<file path="src/rtl/fitness_evaluator_pkg.sv">
// fitness_evaluator_pkg: shared grid dimensions, derived widths and fitness FSM states
package fitness_evaluator_pkg;
  localparam int IN    = 2;
  localparam int OUT   = 2;
  localparam int ROW   = 4;
  localparam int COL   = 4;
  localparam int NVEC  = 1 << IN;
  localparam int FIT_W = $clog2(OUT * NVEC + 1);
  typedef enum logic [1:0] {IDLE, APPLY, SAMPLE, DONE} fit_state_t;
endpackage

</file>
<file path="src/rtl/fitness_evaluator_match_popcount.sv">
// match_popcount: number of bit positions where two vectors agree
module match_popcount #(
  parameter int W  = 2,
  parameter int CW = $clog2(W + 1)
) (
  input  logic [W-1:0]  i_a,
  input  logic [W-1:0]  i_b,
  output logic [CW-1:0] o_cnt
);
  // sum the XNOR of every bit pair
  always_comb begin
    o_cnt = '0;
    for (int i = 0; i < W; i++) o_cnt = o_cnt + CW'(i_a[i] ~^ i_b[i]);
  end
endmodule

</file>
<file path="src/rtl/fitness_evaluator.sv">
// fitness_evaluator: sweeps all grid input vectors and counts output bits matching a target truth table
module fitness_evaluator
  import fitness_evaluator_pkg::*;
#(
  parameter int IN     = fitness_evaluator_pkg::IN,
  parameter int OUT    = fitness_evaluator_pkg::OUT,
  parameter int SETTLE = 2,
  parameter int FIT_W  = $clog2(OUT * (1 << IN) + 1)
) (
  input  logic                          clk,
  input  logic                          rst,
  input  logic                          start,
  input  logic [OUT-1:0][(1<<IN)-1:0]   target,
  input  logic [OUT-1:0]                cand_out,
  output logic [IN-1:0]                 cand_inp,
  output logic                          busy,
  output logic                          done,
  output logic [FIT_W-1:0]              fitness,
  output logic                          perfect
);
  localparam int NV = 1 << IN;
  localparam int PW = $clog2(OUT + 1);
  localparam int CW = $clog2(SETTLE + 1);
  fit_state_t              r_state, w_next;
  logic [OUT-1:0][NV-1:0]  r_tgt;
  logic [IN-1:0]           r_v;
  logic [CW-1:0]           r_cnt;
  logic [FIT_W-1:0]        r_acc, r_fit, w_sum;
  logic                    r_perf;
  logic [OUT-1:0]          w_col;
  logic [PW-1:0]           w_pop;
  logic                    w_settled, w_last;
  assign w_settled = r_cnt == CW'(SETTLE - 1);
  assign w_last    = &r_v;
  assign w_sum     = r_acc + FIT_W'(w_pop);
  // expected output column of the latched truth table for the current vector
  always_comb begin
    w_col = '0;
    for (int o = 0; o < OUT; o++) w_col[o] = r_tgt[o][r_v];
  end
  match_popcount #(.W(OUT), .CW(PW)) u_pop (
    .i_a   (cand_out),
    .i_b   (w_col),
    .o_cnt (w_pop)
  );
  // state register
  always_ff @(posedge clk) r_state <= rst ? IDLE : w_next;
  // next state: hold each vector SETTLE cycles, sample once, finish after the last vector
  always_comb
    w_next = r_state == IDLE   ? (start ? APPLY : IDLE) :
             r_state == APPLY  ? (w_settled ? SAMPLE : APPLY) :
             r_state == SAMPLE ? (w_last ? DONE : APPLY) : IDLE;
  // outputs; fitness is loaded on the last sample so it is already valid during DONE
  always_comb begin
    busy     = r_state != IDLE;
    done     = r_state == DONE;
    cand_inp = r_v;
    fitness  = r_fit;
    perfect  = r_perf;
  end
  // datapath: target latch, vector/settle counters and match accumulator
  always_ff @(posedge clk)
    if (rst) begin
      r_v    <= '0;
      r_cnt  <= '0;
      r_acc  <= '0;
      r_fit  <= '0;
      r_perf <= 1'b0;
    end else
      case (r_state)
        IDLE:
          if (start) begin
            r_tgt <= target;
            r_acc <= '0;
            r_v   <= '0;
            r_cnt <= '0;
          end
        APPLY: r_cnt <= r_cnt + CW'(1);
        SAMPLE: begin
          r_acc <= w_sum;
          if (w_last) begin
            r_fit  <= w_sum;
            r_perf <= w_sum == FIT_W'(OUT * NV);
          end else begin
            r_v   <= r_v + IN'(1);
            r_cnt <= '0;
          end
        end
        default: ;
      endcase
endmodule

</file>
<file path="config.mk">
export PLATFORM = sky130hd
export DESIGN_NAME = fitness_evaluator
export DESIGN_NICKNAME = d
export VERILOG_FILES = /design/src/rtl/fitness_evaluator_pkg.sv /design/src/rtl/fitness_evaluator_match_popcount.sv /design/src/rtl/fitness_evaluator.sv
export SDC_FILE = /design/constraint.sdc
export NUM_CORES = 1
export LEC_CHECK = 0
export BUFFER_PORTS_ARGS = -buffer_cell sky130_fd_sc_hd__buf_2
export CAP_MARGIN = 40
export CORE_ASPECT_RATIO = 1.25
export CORE_MARGIN = 5
export CORE_UTILIZATION = 56
export CTS_CLUSTER_DIAMETER = 200
export DETAILED_ROUTE_END_ITERATION = 8
export PLACE_DENSITY = 0.81
export SYNTH_ARGS = -nofsm -noshare
export SYNTH_HDL_FRONTEND = slang
export SYNTH_SLANG_ARGS = --single-unit
</file>
<file path="constraint.sdc">
create_clock -name clk -period 4.65 [get_ports clk]
set_input_delay 0.465 -clock clk [delete_from_list [all_inputs] [get_ports clk]]
set_output_delay 0.465 -clock clk [all_outputs]
set_load 0.005 [all_outputs]
</file>
# == After elaboration in Yosys (flattened, before gate mapping) ==
# Index checks and enable logic that the tools add are counted.
# totals
out_inout_bits,9
regBits,23
inputBits,13
elab_cells,50
# classes
magnitude_cmp,1
n_eq_ne,7
reduce_logical,10
n_bitwise,3
n_mux,17
n_addsub,4
# op_table
operator,n
2-bit two-way mux,8
3-bit AND reduction,4
4-bit case mux with 2 select lines,1
2-bit case mux with 3 select lines,1
2-bit by 1-bit adder with 2-bit output (second input constant),2
4-bit by 2-bit adder with 4-bit output,1
1-bit binary-select mux with 2-bit select,2
2-bit by 1-bit == test with 1-bit output (second input constant),2
2-bit == test (second input constant),2
4-bit == test (second input constant),1
4-bit two-way mux,1
2-bit != test (second input constant),2
2-bit case mux with 2 select lines,1
2-bit AND reduction,2
2-bit nonzero test,2
1-bit by 1-bit bitwise XNOR with 2-bit output,2
2-bit by 3-bit less-than comparator with 1-bit output (second input constant),1
1-bit two-way mux,3
3-bit nonzero test,1
2-bit adder,1
2-bit zero test,1
1-bit NOT,1

# == Longest topological paths before layout ==
# Gate-level depths: netlist of the first run.
# logic_depth
word_depth,6
ltp_mapped,9
depth_no_buf,9

# == By module ==
# Synthesis of the first run repeated with hierarchy kept, for this count alone.
# unflattened
cells_unflattened,103
hier_area_um2,1081.0
# by_module_without_submodules
mod,n_inst,seq_area_each_um2,area_each_um2,cells_per_inst
fitness_evaluator,1,540.5,1051.0,100
match_popcount,1,0.0,30.0,3

# == Worst setup path before layout of the first run ==
# OpenSTA, ideal clock, no wires.
# synth_path
kind,register to register
start,"register r_v[0], in the netlist cand_inp[0]"
end,"register r_perf, in the netlist perfect"
n_path_buf,0
path_stages_with_launch,10
slack_ps,1840
arrival_time_ps,2741
t_required_ps,4581
synth_period_minus_slack_ps,2810
setup_ps,69
cell_sequence,dfxtp_1 > mux4_2 > xnor2_1 > ha_1 > ha_1 > inv_1 > fa_1 > xnor2_1 > or4_1 > o21ai_1
# synth_between
elab_chain_len,6
word_cells_on_any_way,10
cone_classes,add/sub (2); eq/ne (1); mux (4); bitwise (2); reduce/logical (1)
# synth_lines
item,line,source
start: declaration,fitness_evaluator.sv:26,logic [IN-1:0] r_v;
start signal: assignment,fitness_evaluator.sv:85,r_v <= r_v + IN'(1);
1-bit binary-select mux with 2-bit select,fitness_evaluator.sv:39,for (int o = 0; o < OUT; o++) w_col[o] = r_tgt[o][r_v];
1-bit two-way mux (not written as such),fitness_evaluator.sv:39,
1-bit by 1-bit bitwise XNOR with 2-bit output,fitness_evaluator_match_popcount.sv:13,for (int i = 0; i < W; i++) o_cnt = o_cnt + CW'(i_a[i] ~^ i_b[i]);
2-bit adder,fitness_evaluator_match_popcount.sv:13,
4-bit by 2-bit adder with 4-bit output,fitness_evaluator.sv:35,assign w_sum = r_acc + FIT_W'(w_pop);
4-bit == test,fitness_evaluator.sv:83,r_perf <= w_sum == FIT_W'(OUT * NV);
end signal: assignment,fitness_evaluator.sv:83,
end: declaration,fitness_evaluator.sv:29,logic r_perf;
# Several ways; a longest one is shown, not always the timed one. The select of a mux whose other input is x is not followed.
# A chain may end at the register's enable or synchronous reset.

# == Worst setup path in the final report of the first run ==
# Ends and elaborated chain as after synthesis.

==> summary.md, run 1 <==
| Metric | Value |
|---|---|
| Post-synthesis sequential area ratio | `0.497` |
| Multi-input combinational cell area | `a little over 500 µm²` |
| Via count | `between 800 and 900` |
| Worst IR drop on VDD | `roughly 0.20 mV` |
| Worst-Skew Late Latency | `between 0.3 and 0.4 ns` |
| # DRC | `0` |
| CTS resizes | `0` |
| Core ar. | `between 1500 and 2000 µm²` |
| Footprint of the flip-flops and latches | `around 540 µm²` |
| P&R area growth vs syn | `13.1%` |
| Levels on crit path | `9` |
| Max incr delay on CP | `~0.55 ns` |
| Synthesized cell area | `between 1000 and 1500 µm²` |
| Startpoint types | `register` |
| Fillers | `134` |
| TritonCTS clock tree | `yes` |
| Hold Fails Final Rpt | `0` |
| Die height | `about 59 µm` |
| CTS Buffer Depth | `2` |
| H-tree Lvls | `1` |
| Period utilization | `0.639` |
| Total Routing Usage GR | `0.150` |
| Post-synth EDFFs | `8` |
| DIE AREA | `2930 µm²` |
| Buffers on Ports | `21` |
| Rel. slew slack | `0.610` |
| Placer Congestion | `slightly below 0.8` |
| Largest net degree at the start of global routing | `19` |
| Wirelength per Cell | `~14 µm` |
| Fraction of registers with async set/reset | `0` |
| Number of global-route vias before repair | `between 800 and 900` |
| Critical Path End | `perfect` |
| Fin nets | `~150` |
| Post-CTS Hold Buffers | `0` |
| Antenna violations before repair | `0` |
| Critical Path RT | `a little under 5 ns` |
| Reg-to-Reg End | `perfect` |
| Flops & latches, synth | `23` |
| Netlist cell types | `30` |
| Commonest cells after routing, fill and taps aside | `buf_2 (22), dfxtp_1 (15), nand2_1 (9), a21oi_1 (9), edfxtp_1 (8)` |
| Dominant synthesized flop cell | `dfxtp_1` |
| Pleak | `approximately 0.00049 µW` |
| N_diodes | `0` |
| Critical path arrival | `roughly 3.2 ns` |
| Worst path top cell family by delay | `adder cells` |
| Clk slew on worst S/H paths | `~0.13 ns` |
| Cell breakdown of the critical path | `mux4_2, xnor2_1, ha_1, ha_1, inv_1, fa_1, xnor2_1, or4_1, o21ai_1` |
| First-pass GRT wire length | `approximately 3500 µm` |
| Sink Count | `23` |
| Final worst hold slack | `0.323 ns` |
| Run status | `finished clean` |
| Critical-path top delay cell | `mux4_2` |
| Commonest non-fill, non-tap cell in the layout | `buf_2` |
| Overflow after GRT | `0` |
| CP Capture Type | `register` |
| Fin Setup TNS | `0 ns` |
| DRT antenna net count | `0` |
| Final wirelength | `~2000 µm` |
| Row cnt | `17` |
| Fmax | `about 340 MHz` |
| Postcts setup bufs | `0` |
| Hold Startpoint | `target[0]` |
| FF-to-FF path depth | `9` |
| Yosys warnings | `0` |
| HP Class | `in -> reg` |
| 1st-pass router iterations | `4` |
| TritonCTS Buffers | `3` |
| Placed cell count | `around 140` |
| Max Cap Viol | `0` |
| Fin cells | `between 100 and 150` |
| Setup violations, final | `0` |
| Hpwl dp | `approximately 1500 µm` |
| Cell Pwr Density | `roughly 280 nW/µm²` |
| # IOs | `22` |
| Layout cells sized above 1 | `0.228` |
| Avg Inst Size Synth | `10.3 µm²` |
| Root Driver | `clkbuf_4` |
| Worst slew pin tran | `about 0.58 ns` |
| Vias per cell | `between 5 and 6` |
| Die W | `between 40 and 50 µm` |
| Drt initial violations | `16` |
| CP Buf/Inv Count | `1` |
| RSZ-0062 raised after global routing | `false` |
| Slew Limit Fails | `0` |
| Initial Utilization | `0.601` |
| Path type of the worst setup path | `reg -> reg` |
| Worst reg2reg setup slack | `approximately 1.7 ns` |
| Total power | `about 350 µW` |
| Syn nets | `about 130` |
| CP Launch Point | `cand_inp[0]` |
| Fin crit period | `about 3 ns` |
| Clock Skews | `~0.0037 ns` |
| CP Max Fanout | `7` |
| Worst flop-to-flop path startpoint | `cand_inp[0]` |
| Cells after synthesis | `about 110` |
[worst min-delay path by stage]
stage / slack (ns) / cells past startpoint / end
5_1_grt: 0.30 / 1 / r_tgt[3]
3_3_place_gp: 0.44 / 2 / fitness[2]
6_report: 0.32 / 1 / r_tgt[0]
2_1_floorplan: 0.45 / 2 / fitness[0]
3_5_place_dp: 0.45 / 2 / fitness[2]
4_1_cts: 0.31 / 1 / r_tgt[4]
[flip-flops by register name (all words and copies together) (netlist names)]
name,count
fitness,4
r_cnt,2
perfect,1
r_tgt,8
r_acc,4
cand_inp,2
r_state,2
[worst register-to-register path, cell delays in order, from the launching register on]
cell and delay (ns):
dfxtp_1 0.50, mux4_2 0.55, xnor2_1 0.14, ha_1 0.28, ha_1 0.19, inv_1 0.07
fa_1 0.41, xnor2_1 0.15, or4_1 0.50, o21ai_1 0.12
[cell type report]
class / count / share of cell area
Multi-Input combinational cell: 73 / 0.414
Clock inverter: 1 / 0.00407
Sequential cell: 23 / 0.439
Tap cell: 19 / 0.0193
Clock buffer: 3 / 0.0183
Inverter: 5 / 0.0153
Timing Repair Buffer: 22 / 0.0895
[kinds of logic after synthesis]
logic type      Yosys count  share of synthesized area
flops                    23                      0.497
compound gates           24                      0.132
xor+xnor                  4                     0.0322
simple gates             37                      0.186
fa+ha+maj                 6                     0.0760
mux                       2                     0.0414
buf+inv                  10                     0.0345
[Yosys cell counts, types with 2 or more instances]
library cell | instances | area share
nand3b_1 | 4 | 0.028
edfxtp_1 | 8 | 0.22
a21oi_1 | 9 | 0.041
and2_1 | 6 | 0.035
a211oi_1 | 2 | 0.014
clkbuf_1 | 5 | 0.017
mux4_2 | 2 | 0.041
nor2_1 | 5 | 0.017
nand2b_1 | 2 | 0.012
nor3b_1 | 2 | 0.014
ha_1 | 5 | 0.058
a32oi_1 | 2 | 0.016
nand2_1 | 9 | 0.031
nor3_1 | 3 | 0.014
o21ai_0 | 6 | 0.028
xnor2_1 | 4 | 0.032
dfxtp_1 | 15 | 0.28
inv_1 | 5 | 0.017
[per-stage QoR]
step,util,setup WS [ns],instance area [µm²]
after floorplan,-,1.84,1090
after global placement,0.662,1.80,1200
after detailed placement,0.665,1.70,1200
after CTS,0.680,1.67,1230
after global routing,0.680,1.52,1230
final,0.680,1.68,1230
[power by group]
part / internal [µW] / leakage (µW) / switching [µW]
sequential: 214 / 0.000195 / 5.36
clock: 32.1 / 0.0000177 / 59.2
combinational: 17.2 / 0.000273 / 17.2
total: 263 / 0.000487 / 81.8
[metal layers]
layer  global-route usage  vias to the layer above  share of wire
li1                     -                      419              -
met1                0.167                      408           0.39
met2                0.269                       21           0.53
met3               0.0403                        2          0.068
met4               0.0637                        0         0.0079
met5                    0                        -              0
Note: power is estimated with default switching activity, not from simulation.
==> run 2: changes to the inputs <==
CORE_UTILIZATION = 52   (was 56)
PLACE_DENSITY = 0.76   (was 0.81)
clock period = 3.12 ns   (was 4.65 ns; I/O delays follow)
==> summary.md, run 2 (synthesis gave the netlist of run 1 again) <==
| Metric | Value |
|---|---|
| Run status | `finished clean` |
| Critical Path RT | `roughly 3.4 ns` |
| Hold Fails Final Rpt | `0` |
| Antenna violations before repair | `0` |
| DRT antenna net count | `0` |
| Row cnt | `18` |
| Gate power share | `0.099` |
| Fin Setup TNS | `0 ns` |
| Initial Utilization | `0.549` |
| Via count | `between 800 and 900` |
| H-tree Lvls | `1` |
| Root Driver | `clkbuf_4` |
| Layout cells sized above 1 | `0.228` |
| Postcts setup bufs | `0` |
| Core ar. | `~2000 µm²` |
| Cell breakdown of the critical path | `mux4_2, xnor2_1, ha_1, ha_1, inv_1, fa_1, xnor2_1, or4_1, o21ai_1` |
| Wirelength per Cell | `between 10 and 15 µm` |
| First-pass GRT wire length | `3500 µm` |
| Cell Pwr Density | `between 400 and 500 nW/µm²` |
| Die W | `slightly above 50 µm` |
| Vias per cell | `around 5.8` |
| RSZ-0062 raised after global routing | `false` |
| Worst-Skew Late Latency | `0.32 ns` |
| CTS Buffer Depth | `2` |
| HP Class | `in -> reg` |
| Fmax | `between 300 and 400 MHz` |
| Total Routing Usage GR | `0.152` |
| Final worst hold slack | `0.166 ns` |
| Most flop-heavy register | `r_tgt` |
| Max incr delay on CP | `~0.54 ns` |
| Pleak | `just under 0.0005 µW` |
| Final wirelength | `between 2000 and 2500 µm` |
| Worst slew pin tran | `roughly 0.6 ns` |
| # DRC | `0` |
| CP Capture Type | `register` |
| Worst IR drop on VDD | `around 0.26 mV` |
| Fin crit period | `approximately 2.9 ns` |
| Number of global-route vias before repair | `roughly 810` |
| GRT met1 Usage | `0.175` |
| P&R area growth vs syn | `13.5%` |
| Met2 Usage GRT | `0.262` |
| Hpwl dp | `1570 µm` |
| Clk slew on worst S/H paths | `roughly 0.13 ns` |
| Overflow after GRT | `0` |
| Slew Limit Fails | `0` |
| DIE AREA | `~3100 µm²` |
| Drt initial violations | `12` |
| Commonest non-fill, non-tap cell in the layout | `buf_2` |
| Buffers on Ports | `21` |
| Part of the power in registers | `0.631` |
| Setup violations, final | `0` |
| Sink Count | `23` |
| Clock Skews | `~0.0066 ns` |
| N_diodes | `0` |
| Switching share of power | `0.237` |
| Path type of the worst setup path | `reg -> reg` |
| # IOs | `22` |
| CP Max Fanout | `7` |
| Startpoint types | `register` |
| GRT Max-Usage Layer | `met2` |
| 1st-pass router iterations | `4` |
| Util after Layout | `0.622` |
| Placer Congestion | `between 0.8 and 0.9` |
| Max Cap Viol | `0` |
| TritonCTS Buffers | `3` |
| Share of power burned in the clock network | `0.270` |
| Met3 usage | `0.0315` |
| Rel. slew slack | `0.609` |
| TritonCTS clock tree | `yes` |
| Internal power | `about 400 µW` |
| Period utilization | `0.932` |
| Max reg flops | `8` |
| Die height | `around 60 µm` |
| Net load switching power | `123 µW` |
| Largest net degree at the start of global routing | `19` |
| Fin nets | `between 100 and 150` |
| Commonest cells after routing, fill and taps aside | `buf_2 (21), dfxtp_1 (14), nand2_1 (9), a21oi_1 (9), edfxtp_1 (8)` |
| Critical-path top delay cell | `mux4_2` |
| Critical path arrival | `roughly 3.2 ns` |
[run 2: worst paths after layout]
| path | startpoint | endpoint | slack (ns) | cells past startpoint |
|---|---|---|---|---|
| setup / recovery | cand_inp[0] | perfect | 0.21 | 9 |
| hold / removal | target[3] | r_tgt[3] | 0.17 | 1 |
| hold reg to reg | fitness[0] | fitness[0] | 0.47 | 2 |
| setup reg to reg | cand_inp[0] | perfect | 0.21 | 9 |
[run 2: layout make-up]
class,instances,area [µm²]
Sequential cell,23,542
Clock buffer,4,26.3
Tap cell,20,25.0
Fill cell,179,748
Timing Repair Buffer,22,113
Inverter,5,18.8
Multi-Input combinational cell,73,509
[run 2: worst max-delay path: cells and delay by family (launching register included)]
kind	cells	cell delay [ns]
adder cells (fa/ha/maj)	3	0.86
multiplexers	1	0.54
AND/OR/NAND/NOR	1	0.50
flip-flops	1	0.43
XOR/XNOR	2	0.30
AO/OA/AOI/OAI	1	0.13
buffers and inverters	1	0.07
[run 2: power by group through the flow]
stage / combinational, µW / clock [µW] / sequential (µW)
after CTS: 52.1 / 144 / 327
final: 51.5 / 140 / 327
after global placement: 49.4 / 0 / 333
after detailed placement: 51.9 / 0 / 333
after floorplan: 37.1 / 0 / 329
after global routing: 58.3 / 160 / 328
[run 2: metrics by stage]
| step | cells | power, µW | setup WS [ns] | instance area [µm²] |
|---|---|---|---|---|
| detailed placement | 143 | 385 | 0.135 | 1210 |
| global placement | 143 | 383 | 0.270 | 1210 |
| floorplan | 106 | 366 | 0.310 | 1090 |
| global route | 147 | 547 | 0.0625 | 1230 |
| finish | 147 | 518 | 0.212 | 1230 |
| CTS | 147 | 523 | 0.0954 | 1230 |
[run 2: metal layers]
metal	routed length, µm	share of wire
met1	838	0.41
met2	1050	0.51
met3	98	0.048
met4	68	0.033
met5	0	0
[run 2: repair_timing]
action / in CTS / in global routing
endpoints found under the setup margin: 0 / 1
resized for setup: 0 / 1
hold buffers: 0 / 0
==> run 3: changes to the inputs <==
PLACE_DENSITY = default   (was 0.76)
PLACE_DENSITY_LB_ADDON = 0.12   (was default)
SYNTH_HIERARCHICAL = 1   (was default)
==> summary.md, run 3 <==
| Metric | Value |
|---|---|
| Hpwl dp | `between 1000 and 1500 µm` |
| Commonest cells after routing, fill and taps aside | `buf_2 (21), dfxtp_1 (14), a21oi_1 (8), nand2_1 (8), edfxtp_1 (8)` |
| N_diodes | `0` |
| Most frequent cell after synthesis | `dfxtp_1` |
| CTS resizes | `0` |
| Root Driver | `clkbuf_4` |
| Via count | `between 800 and 900` |
| Internal power | `398 µW` |
| Synthesized cell area | `between 1000 and 1500 µm²` |
| Post-synth EDFFs | `8` |
| Rel. slew slack | `0.639` |
| Dominant cell type by area after synthesis | `dfxtp_1` |
| Die W | `slightly above 50 µm` |
| First-pass GRT wire length | `3260 µm` |
| RSZ-0062 raised after global routing | `false` |
| Netlist cell types | `35` |
| Post-synth top area share | `0.278` |
| Fin nets | `between 100 and 150` |
| Flops & latches, synth | `23` |
| Post-CTS Hold Buffers | `0` |
| Largest net degree at the start of global routing | `19` |
| Critical Path End | `perfect` |
| Worst IR drop on VDD | `around 0.3 mV` |
| 1st-pass router iterations | `5` |
| Initial Utilization | `0.545` |
| FF-to-FF path depth | `9` |
| Worst-Skew Late Latency | `~0.30 ns` |
| Max Cap Viol | `0` |
| TritonCTS Buffers | `3` |
| Run status | `finished clean` |
| Final wirelength | `about 2000 µm` |
| Reg-to-Reg End | `perfect` |
| Post-Synth Adder-Cell Area | `0.0764` |
| Part of the power in registers | `0.628` |
| Share of power burned in the clock network | `0.257` |
| Total Routing Usage GR | `0.140` |
| Worst slew pin tran | `0.540 ns` |
| Gate power share | `0.114` |
| Avg Inst Size Synth | `~10 µm²` |
| Cell breakdown of the critical path | `mux4_2, xnor2_1, ha_1, ha_2, inv_1, fa_1, or2b_2, or4_1, o21ai_1` |
| Startpoint types | `register` |
| Worst reg2reg setup slack | `around 0.15 ns` |
| Most flop-heavy register | `r_tgt` |
| Sink Count | `23` |
| Syn nets | `between 100 and 150` |
| Clk slew on worst S/H paths | `around 0.12 ns` |
| CP Capture Type | `register` |
| Worst flop-to-flop path startpoint | `cand_inp[0]` |
| Buffers on Ports | `21` |
| Vias per cell | `5.60` |
| Period utilization | `0.951` |
| P&R area growth vs syn | `14.7%` |
| TritonCTS clock tree | `yes` |
| Post-synthesis xor/xnor area fraction | `0.0243` |
| DIE AREA | `between 3000 and 4000 µm²` |
| Yosys warnings | `6` |
| Post-synthesis mux area share | `0.0417` |
| Hold Fails Final Rpt | `0` |
| Fmax | `roughly 340 MHz` |
| Critical-path top delay cell | `fa_1` |
| Area after DPL | `1210 µm²` |
| Area contributors post-synth | `dfxtp_1 (28%), edfxtp_1 (22%), ha_1 (5.8%)` |
| Main combinational cell family by area after synthesis | `simple AND/OR/NAND/NOR gates` |
| Post-synthesis sequential area ratio | `0.500` |
| Top post-synthesis cells by count | `dfxtp_1 (15), a21oi_1 (8), edfxtp_1 (8), nand2_1 (8), nor2_1 (6)` |
| CP Launch Point | `cand_inp[0]` |
| Net load switching power | `around 120 µW` |
| Postcts setup bufs | `0` |
| Overflow after GRT | `0` |
| Dominant synthesized flop cell | `dfxtp_1` |
| Path type of the worst setup path | `reg -> reg` |
| Row cnt | `18` |
| Wirelength per Cell | `13.8 µm` |
| # IOs | `22` |
| Placer Congestion | `slightly below 0.8` |
| CTS Buffer Depth | `2` |
| Switching share of power | `0.233` |
| Antenna violations before repair | `0` |
| Simple-gate share of the synthesized area | `0.188` |
| # DRC | `0` |
| Max reg flops | `8` |
| Slew Limit Fails | `0` |
| Core ar. | `a little under 2000 µm²` |
| Fin crit period | `between 2 and 3 ns` |
| HP Class | `in -> reg` |
| Die height | `between 60 and 70 µm` |
| Critical path arrival | `~3.2 ns` |
| Fraction of registers with async set/reset | `0` |
| DRT antenna net count | `0` |
| Cells after synthesis | `approximately 100` |
| H-tree Lvls | `1` |
| Commonest non-fill, non-tap cell in the layout | `buf_2` |
| Drt initial violations | `15` |
| Clock Skews | `~0.00086 ns` |
| Critical Path RT | `roughly 3.4 ns` |
| CP Max Fanout | `4` |
| Pleak | `0.000494 µW` |
| Number of global-route vias before repair | `~760` |
| Setup violations, final | `0` |
| Layout cells sized above 1 | `0.272` |
| Fin Setup TNS | `0 ns` |
| Complex-gate fraction of the synthesized area | `0.134` |
| Cell area after layout | `1240 µm²` |
| Cell Pwr Density | `~420 nW/µm²` |
| Max incr delay on CP | `~0.53 ns` |
## run 3: critical path, delay by kind of cell, from the launching register on
kind,cells,cell delay [ns]
adder cells (fa/ha/maj),3,1.00
AND/OR/NAND/NOR,2,0.68
multiplexers,1,0.50
flip-flops,1,0.39
XOR/XNOR,1,0.14
AO/OA/AOI/OAI,1,0.13
buffers and inverters,1,0.06
## run 3: area by class of cell
cell class	instances	area, µm²
clock buffer	3	22.5
clock inverter	1	5.00
fill	175	742
inverter	5	18.8
multi-input combinational	70	504
sequential	23	544
tap	20	25.0
timing repair buffer	23	120
## run 3: cell families after synthesis
| family | count (synthesis) |
|---|---|
| AND/OR/NAND/NOR | 36 |
| adder cells (fa/ha/maj) | 6 |
| AO/OA/AOI/OAI | 23 |
| flip-flops | 23 |
| buffers and inverters | 10 |
| XOR/XNOR | 3 |
| multiplexers | 2 |
## run 3: routing by layer
layer	global-route usage	wire, µm
met5	0	0
met4	0.0657	17
met3	0.0295	70
met2	0.230	1020
met1	0.176	884
## run 3: metrics by stage
stage	hold WS [ns]	instances	util	worst slack, ns	power, µW
finish	0.172	145	0.626	0.154	518
global route	0.139	145	0.626	0.0172	551
CTS	0.157	145	0.622	0.0700	527
detailed placement	0.446	141	0.609	0.123	392
global placement	0.442	141	0.609	0.199	390
floorplan	0.411	103	-	0.174	372
## run 3: how the worst min path moves through the flow
stage                 end  cells past startpoint        from
6_report         r_tgt[7]                      1   target[7]
5_1_grt          r_tgt[0]                      1   target[0]
4_1_cts          r_tgt[7]                      1   target[7]
3_5_place_dp   fitness[0]                      2  fitness[0]
3_3_place_gp   fitness[0]                      2  fitness[0]
2_1_floorplan    r_tgt[0]                      0   target[0]
## run 3: power groups by stage
stage	Clock, µW	Combinational (µW)	Sequential [µW]
2_1_floorplan	0	42.8	329
3_3_place_gp	0	56.9	333
3_5_place_dp	0	58.7	333
4_1_cts	141	59.2	327
5_1_grt	156	67.3	327
6_report	133	59.3	326
